File: config.mk
export PLATFORM = sky130hd
export DESIGN_NAME = ag_string_sequencer
export DESIGN_NICKNAME = d
export VERILOG_FILES = /design/src/rtl/ag_string_sequencer.sv
export SDC_FILE = /design/constraint.sdc
export NUM_CORES = 1
export LEC_CHECK = 0
export CAP_MARGIN = 10
export CORE_UTILIZATION = 30
export DETAILED_ROUTE_END_ITERATION = 10
export DONT_BUFFER_PORTS = 1
export GPL_ROUTABILITY_DRIVEN = 0
export GPL_TIMING_DRIVEN = 0
export PLACE_DENSITY = 0.53
export SYNTH_ARGS = -nofsm -noshare
export SYNTH_HDL_FRONTEND = slang
export SYNTH_SLANG_ARGS = --single-unit
File: constraint.sdc
create_clock -name CLK -period 12.1 [get_ports CLK]
set_clock_uncertainty 0.1 [all_clocks]
set_input_delay 3.025 -clock CLK [delete_from_list [all_inputs] [get_ports CLK]]
set_output_delay 3.025 -clock CLK [all_outputs]
set_load 0.02 [all_outputs]
File: src/rtl/ag_string_sequencer.sv
// ag_string_sequencer: multi-cycle address generator for repeated string
// instructions (MOVS / STOS / LODS, optionally REP-prefixed). Captures the
// operands on START and then issues one memory request per element over a
// valid/ready handshake. Each element gets a check cycle and at least one
// request cycle.
//
// Build option: define AG_SEQ_LIMIT_CHECK_EN to enable per-element segment
// limit checking (FAULT state / LIMIT_EXC). Without it the CHK cycle is
// kept, so timing is identical, but it always proceeds to REQ.
module ag_string_sequencer #(
  parameter int ADDR_W    = 32,
  parameter int CNT_W     = 32,
  parameter int SEG_W     = 16,
  parameter int SEG_SHIFT = 16
) (
  input  logic              CLK,
  input  logic              RST,
  input  logic              START,
  input  logic [1:0]        MODE,
  input  logic [1:0]        SIZE,
  input  logic              DF,
  input  logic              REP,
  input  logic [CNT_W-1:0]  COUNT,
  input  logic [SEG_W-1:0]  SRC_SEG,
  input  logic [SEG_W-1:0]  DST_SEG,
  input  logic [ADDR_W-1:0] SRC_OFF,
  input  logic [ADDR_W-1:0] DST_OFF,
  input  logic [ADDR_W-1:0] SRC_LIMIT,
  input  logic [ADDR_W-1:0] DST_LIMIT,
  input  logic              REQ_RDY,
  input  logic              ABORT,
  output logic              BUSY,
  output logic              REQ_V,
  output logic              RD_EN,
  output logic              WR_EN,
  output logic [ADDR_W-1:0] RD_ADDR,
  output logic [ADDR_W-1:0] WR_ADDR,
  output logic [1:0]        REQ_SIZE,
  output logic [ADDR_W-1:0] SRC_OFF_OUT,
  output logic [ADDR_W-1:0] DST_OFF_OUT,
  output logic [CNT_W-1:0]  COUNT_OUT,
  output logic              DONE,
  output logic              LIMIT_EXC,
  output logic              MODE_ERR
);

  typedef enum logic [2:0] {
    ST_IDLE  = 3'd0,
    ST_CHK   = 3'd1,
    ST_REQ   = 3'd2,
    ST_FIN   = 3'd3,
    ST_FAULT = 3'd4
  } state_t;

  localparam logic [CNT_W-1:0] CNT_ONE = {{(CNT_W-1){1'b0}}, 1'b1};

  state_t            state_r;
  logic              mode_err_r;
  logic              rd_used_r;
  logic              wr_used_r;
  logic              df_r;
  logic [1:0]        size_r;
  logic [CNT_W-1:0]  count_r;
  logic [SEG_W-1:0]  src_seg_r;
  logic [SEG_W-1:0]  dst_seg_r;
  logic [ADDR_W-1:0] src_off_r;
  logic [ADDR_W-1:0] dst_off_r;
  logic [ADDR_W-1:0] rd_addr_r;
  logic [ADDR_W-1:0] wr_addr_r;

  // Element size in bytes (1, 2, 4 or 8) at address width.
  function automatic logic [ADDR_W-1:0] elem_bytes(input logic [1:0] sz);
    logic [ADDR_W-1:0] one_v;
    one_v = {{(ADDR_W-1){1'b0}}, 1'b1};
    return one_v << sz;
  endfunction

  // Linear address: (segment << SEG_SHIFT) + offset, wrapping at ADDR_W bits.
  function automatic logic [ADDR_W-1:0] lin_addr(input logic [SEG_W-1:0] seg,
                                                 input logic [ADDR_W-1:0] off);
    return ADDR_W'({{ADDR_W{1'b0}}, seg} << SEG_SHIFT) + off;
  endfunction

`ifdef AG_SEQ_LIMIT_CHECK_EN
  logic [ADDR_W-1:0] src_lim_r;
  logic [ADDR_W-1:0] dst_lim_r;

  // Fault when the last byte of the element lies beyond the limit; one extra
  // bit keeps an element straddling the top of the address space a fault.
  function automatic logic lim_fault(input logic [ADDR_W-1:0] off,
                                     input logic [ADDR_W-1:0] lim,
                                     input logic [1:0]        sz);
    logic [ADDR_W:0] last_v;
    last_v = {1'b0, off} + {1'b0, elem_bytes(sz)} - {{ADDR_W{1'b0}}, 1'b1};
    return last_v > {1'b0, lim};
  endfunction

  // Capture the limits with the rest of the operands.
  always_ff @(posedge CLK) begin
    if (RST) begin
      src_lim_r <= '0;
      dst_lim_r <= '0;
    end else if (state_r == ST_IDLE && START && MODE != 2'b11 &&
                 !(REP && COUNT == {CNT_W{1'b0}})) begin
      src_lim_r <= SRC_LIMIT;
      dst_lim_r <= DST_LIMIT;
    end
  end

  assign LIMIT_EXC = (state_r == ST_FAULT);
`else
  logic unused_limits_s;
  assign unused_limits_s = ^{SRC_LIMIT, DST_LIMIT};
  assign LIMIT_EXC       = 1'b0;
`endif

  // Sequencer FSM: operand capture, per-element check, request handshake.
  always_ff @(posedge CLK) begin
    if (RST) begin
      state_r    <= ST_IDLE;
      mode_err_r <= 1'b0;
      rd_used_r  <= 1'b0;
      wr_used_r  <= 1'b0;
      df_r       <= 1'b0;
      size_r     <= 2'b00;
      count_r    <= '0;
      src_seg_r  <= '0;
      dst_seg_r  <= '0;
      src_off_r  <= '0;
      dst_off_r  <= '0;
      rd_addr_r  <= '0;
      wr_addr_r  <= '0;
    end else begin
      mode_err_r <= 1'b0;
      if (state_r != ST_IDLE && ABORT) begin
        // Flush wins over everything, including a same-cycle handshake.
        state_r <= ST_IDLE;
      end else begin
        case (state_r)
          ST_IDLE: begin
            if (START) begin
              if (MODE == 2'b11) begin
                mode_err_r <= 1'b1;
              end else if (REP && COUNT == {CNT_W{1'b0}}) begin
                state_r <= ST_FIN;
              end else begin
                rd_used_r <= (MODE != 2'b01);
                wr_used_r <= (MODE != 2'b10);
                df_r      <= DF;
                size_r    <= SIZE;
                count_r   <= REP ? COUNT : CNT_ONE;
                src_seg_r <= SRC_SEG;
                dst_seg_r <= DST_SEG;
                src_off_r <= SRC_OFF;
                dst_off_r <= DST_OFF;
                state_r   <= ST_CHK;
              end
            end
          end
          ST_CHK: begin
            // Addresses are registered here so they hold through any stall.
            rd_addr_r <= rd_used_r ? lin_addr(src_seg_r, src_off_r) : '0;
            wr_addr_r <= wr_used_r ? lin_addr(dst_seg_r, dst_off_r) : '0;
`ifdef AG_SEQ_LIMIT_CHECK_EN
            if ((rd_used_r && lim_fault(src_off_r, src_lim_r, size_r)) ||
                (wr_used_r && lim_fault(dst_off_r, dst_lim_r, size_r))) begin
              state_r <= ST_FAULT;
            end else begin
              state_r <= ST_REQ;
            end
`else
            state_r <= ST_REQ;
`endif
          end
          ST_REQ: begin
            if (REQ_RDY) begin
              if (rd_used_r) begin
                src_off_r <= df_r ? src_off_r - elem_bytes(size_r)
                                  : src_off_r + elem_bytes(size_r);
              end
              if (wr_used_r) begin
                dst_off_r <= df_r ? dst_off_r - elem_bytes(size_r)
                                  : dst_off_r + elem_bytes(size_r);
              end
              count_r <= count_r - CNT_ONE;
              state_r <= (count_r == CNT_ONE) ? ST_FIN : ST_CHK;
            end
          end
          ST_FIN:   state_r <= ST_IDLE;
          ST_FAULT: state_r <= ST_IDLE;
          default:  state_r <= ST_IDLE;
        endcase
      end
    end
  end

  assign BUSY        = (state_r != ST_IDLE);
  assign REQ_V       = (state_r == ST_REQ);
  assign RD_EN       = (state_r == ST_REQ) && rd_used_r;
  assign WR_EN       = (state_r == ST_REQ) && wr_used_r;
  assign RD_ADDR     = rd_addr_r;
  assign WR_ADDR     = wr_addr_r;
  assign REQ_SIZE    = size_r;
  assign SRC_OFF_OUT = src_off_r;
  assign DST_OFF_OUT = dst_off_r;
  assign COUNT_OUT   = count_r;
  assign DONE        = (state_r == ST_FIN);
  assign MODE_ERR    = mode_err_r;

endmodule

==> impl_metrics.csv, run 1 <==
group,metric,value,unit
floorplanning,dieArea,44110,um^2
power_and_ir_drop,power.internal,1.164,mW
placement,hpwlAfterDp,44250,um
synthesis,ys_ff_latch,200,
synthesis,yosys-top-cells-area,"dfxtp_1 (31%), ha_1 (8.8%), a21oi_1 (8.8%), nand2_1 (7.6%), o21ai_0 (4.1%)",
critical_path,crit_type,"reg2out",
synthesis,netlist_top_cells_count,"nand2_1 (262), a21oi_1 (227), dfxtp_1 (200)",
floorplanning,start_util,30.68,%
placement,place_area,13740,um^2
clock_tree,hold_buffers,0,
power_and_ir_drop,ir_drop,0.1053,mV
sta,hold-worst-slack,0.3622,ns
critical_path,required,8.97,ns
grt,antenna_found_initial,10,
clock_tree,clock_latency,0.51,ns
placement,post-place-ws,5.480,ns
routing,wire_per_inst,24.84,um
critical_path,arrival,3.31,ns
synthesis,syn-num-nets,2020,
power_and_ir_drop,clockPowerShare,30.0,%
cells_and_area,final_core_util,33.80,%
synthesis,synth_cell_types,76,
critical_path,end_kind,"output pin",
sta,rsz0062_at_grt,"false",
floorplanning,coreArea,42320,um^2
sta,fin_crit,6.434,ns
cells_and_area,multi_input_area,8458,um^2
power_and_ir_drop,p_leak,5.816,nW
grt,grt_pass1_vias,12590,
routing,drcViolationCount,0,
sta,layout_setup_ws,5.666,ns
cells_and_area,seq_area,4004,um^2
routing,drt_iter0_markers,1404,
cells_and_area,area_delta_synth_final,10.18,%
clock_tree,cts_htree_levels,4,
clock_tree,clockRootBuffer,"clkbuf_16",
synthesis,synth_top_area_share,30.84,%
sta,period_share,53.17,%
grt,grt_overflow,0,
cells_and_area,final_cells,2339,
clock_tree,cts_buffers,17,
cells_and_area,nFillCells,4547,
synthesis,yosysSeqAreaShare,30.84,%
floorplanning,rows,75,
clock_tree,cts.sinks,200,
sta,max_slew_margin,14.64,%
run,drv_cap,0,
sta,setup_viol,0,
floorplanning,die_height,210.0,um
synthesis,ys_async_sr_fraction,0,%
sta,worst_pin_slew,1.280,ns
clock_tree,cts_tree,"done",
clock_tree,cts_setup_buffers,0,
sta,max_freq,155.4,MHz
routing,ant_nets,0,
placement,dp_cells,2302,
routing,dr.pass1.iters,5,
synthesis,syn_area_per_cell,7.530,um^2
synthesis,post-synth-top-count-cell,"nand2_1",
power_and_ir_drop,switching_share,40.10,%
synthesis,yosysWarnings,0,
clock_tree,cts.clk_slew.worst_paths,0.08,ns
cells_and_area,drive_above_1_share,3.301,%
placement,io_buffer_count,0,
clock_tree,cts.repair.resized,0,
sta,slew_violations,0,
grt,grt_max_degree,19,
grt,track_usage,26.05,%
cells_and_area,fin_nets,2040,
power_and_ir_drop,p_seq_share,41.5,%
routing,vias,13390,
floorplanning,ioPinCount,372,
routing,routed_wl,58110,um
critical_path,critPathMaxFanout,10,
power_and_ir_drop,p_sw,779.4,uW
grt,grt_pass1_wl,83540,um
synthesis,synth_cells,1724,
power_and_ir_drop,power.density,135.9,nW/um^2
routing,vias_per_cell,5.723,
power_and_ir_drop,p_comb_share,28.5,%
cells_and_area,stdcell_area,14300,um^2
sta,setup_tns,0,ns
critical_path,cp-start-kind,"flip-flop",
synthesis,syn_area,12980,um^2
floorplanning,die_x,210.0,um
clock_tree,ctsLongestPathBuffers,2,
min_path,hp-class,"reg2reg",
synthesis,ys.flop_type,"dfxtp_1",
synthesis,synth-edff-count,0,
status,status,"complete, no violations",
power_and_ir_drop,total_power,1.944,mW
sta,finalHoldViolCount,0,
synthesis,yosysTopAreaCell,"dfxtp_1",
-- cell usage in the layout, fill, tap and decap left out, types with 11 or more instances in the layout --
master / count
a211oi_1: 21
a21o_1: 64
a21oi_1: 226
a22oi_1: 25
a311oi_1: 19
a31oi_1: 27
and3_1: 19
clkbuf_1: 103
clkbuf_16: 17
dfxtp_1: 200
ha_1: 91
inv_1: 23
nand2_1: 262
nand2b_1: 12
nand3_1: 60
nor2_1: 133
nor3_1: 42
nor4_1: 12
o21ai_0: 106
o21bai_1: 11
xnor2_1: 57
xor2_1: 28
-- power by group through the flow --
stage	sequential (mW)	clock, mW	combinational, mW
2_1_floorplan	0.790	0	0.395
3_3_place_gp	0.822	0	0.532
3_5_place_dp	0.823	0	0.541
4_1_cts	0.807	0.602	0.545
5_1_grt	0.814	0.626	0.610
6_report	0.806	0.583	0.554
-- layout make-up --
| type | count | area share (%) |
|---|---|---|
| timing repair buffer | 1 | 0.1924 |
| buffer | 114 | 3.062 |
| clock buffer | 18 | 3.070 |
| tap | 577 | 5.047 |
| inverter | 23 | 0.6036 |
| multi-input combinational | 1387 | 59.13 |
| clock inverter | 14 | 0.8135 |
| sequential | 200 | 27.99 |
| antenna | 5 | 0.08747 |
-- worst paths after layout --
kind                                                endpoint  slack [ns]  cells after the start                       from
worst min register to register     dst_seg_r[6]$_SDFFE_PP0P_        0.36                      2  dst_seg_r[6]$_SDFFE_PP0P_
worst min-delay path               dst_seg_r[6]$_SDFFE_PP0P_        0.36                      2  dst_seg_r[6]$_SDFFE_PP0P_
worst max-delay path                                   WR_EN        5.67                      6    state_r[0]$_SDFFE_PP0P_
worst max register to register  SRC_OFF_OUT[26]$_SDFFE_PP0P_        6.97                     14          df_r$_SDFFE_PP0P_
-- routing by layer --
metal	routed length (um)	GRT usage (%)	part of all wire, %
met1	24500	33.10	42
met2	25070	39.07	43
met3	6032	9.118	10
met4	2439	12.71	4.2
met5	61	0	0.10
-- registers in the layout (all words and copies together), names as in the netlist, 16 cells and up --
name	flops
COUNT_OUT	32
DST_OFF_OUT	32
RD_ADDR	32
SRC_OFF_OUT	32
WR_ADDR	32
dst_seg_r	16
src_seg_r	16
-- cells by family after synthesis --
kind of cell    synth area share [%]
compound gates                 28.83
xor+xnor                       5.734
fa+ha+maj                      9.156
buf+inv                        4.038
flops                          30.84
mux                           0.2409
other cells                  0.02889
simple gates                   21.14
-- worst max-delay path: stages (launching register included) --
cell and delay (ns):
dfxtp_1 0.38, nand2b_1 0.16, clkbuf_1 0.19, inv_1 0.26
clkbuf_1 0.68, clkbuf_1 0.75, and2_1 0.38
Power figures use the tool's default switching activity.
==> run 2: changes to the inputs <==
==> constraint.sdc (replaced) <==
create_clock -name CLK -period 6 [get_ports CLK]
set_clock_uncertainty 0.1 [all_clocks]
set_input_delay 1.5 -clock CLK [delete_from_list [all_inputs] [get_ports CLK]]
set_output_delay 1.5 -clock CLK [all_outputs]
set_load 0.02 [all_outputs]
==> results of run 2 <==
The final DEF is identical to that of run 1. Status: complete, no violations.
Among the figures that moved: setup slack after placement 5.480 ns -> 0.9055 ns; setup slack after layout 5.666 ns -> 0.8717 ns; start point of the critical path state_r[0]$_SDFFE_PP0P_ -> df_r$_SDFFE_PP0P_; end point of the critical path WR_EN -> SRC_OFF_OUT[26]$_SDFFE_PP0P_; register-to-register setup slack 6.97 ns -> 0.87 ns; total power 1.944 mW -> 3.920 mW; worst IR drop on VDD 0.1053 mV -> 0.2123 mV
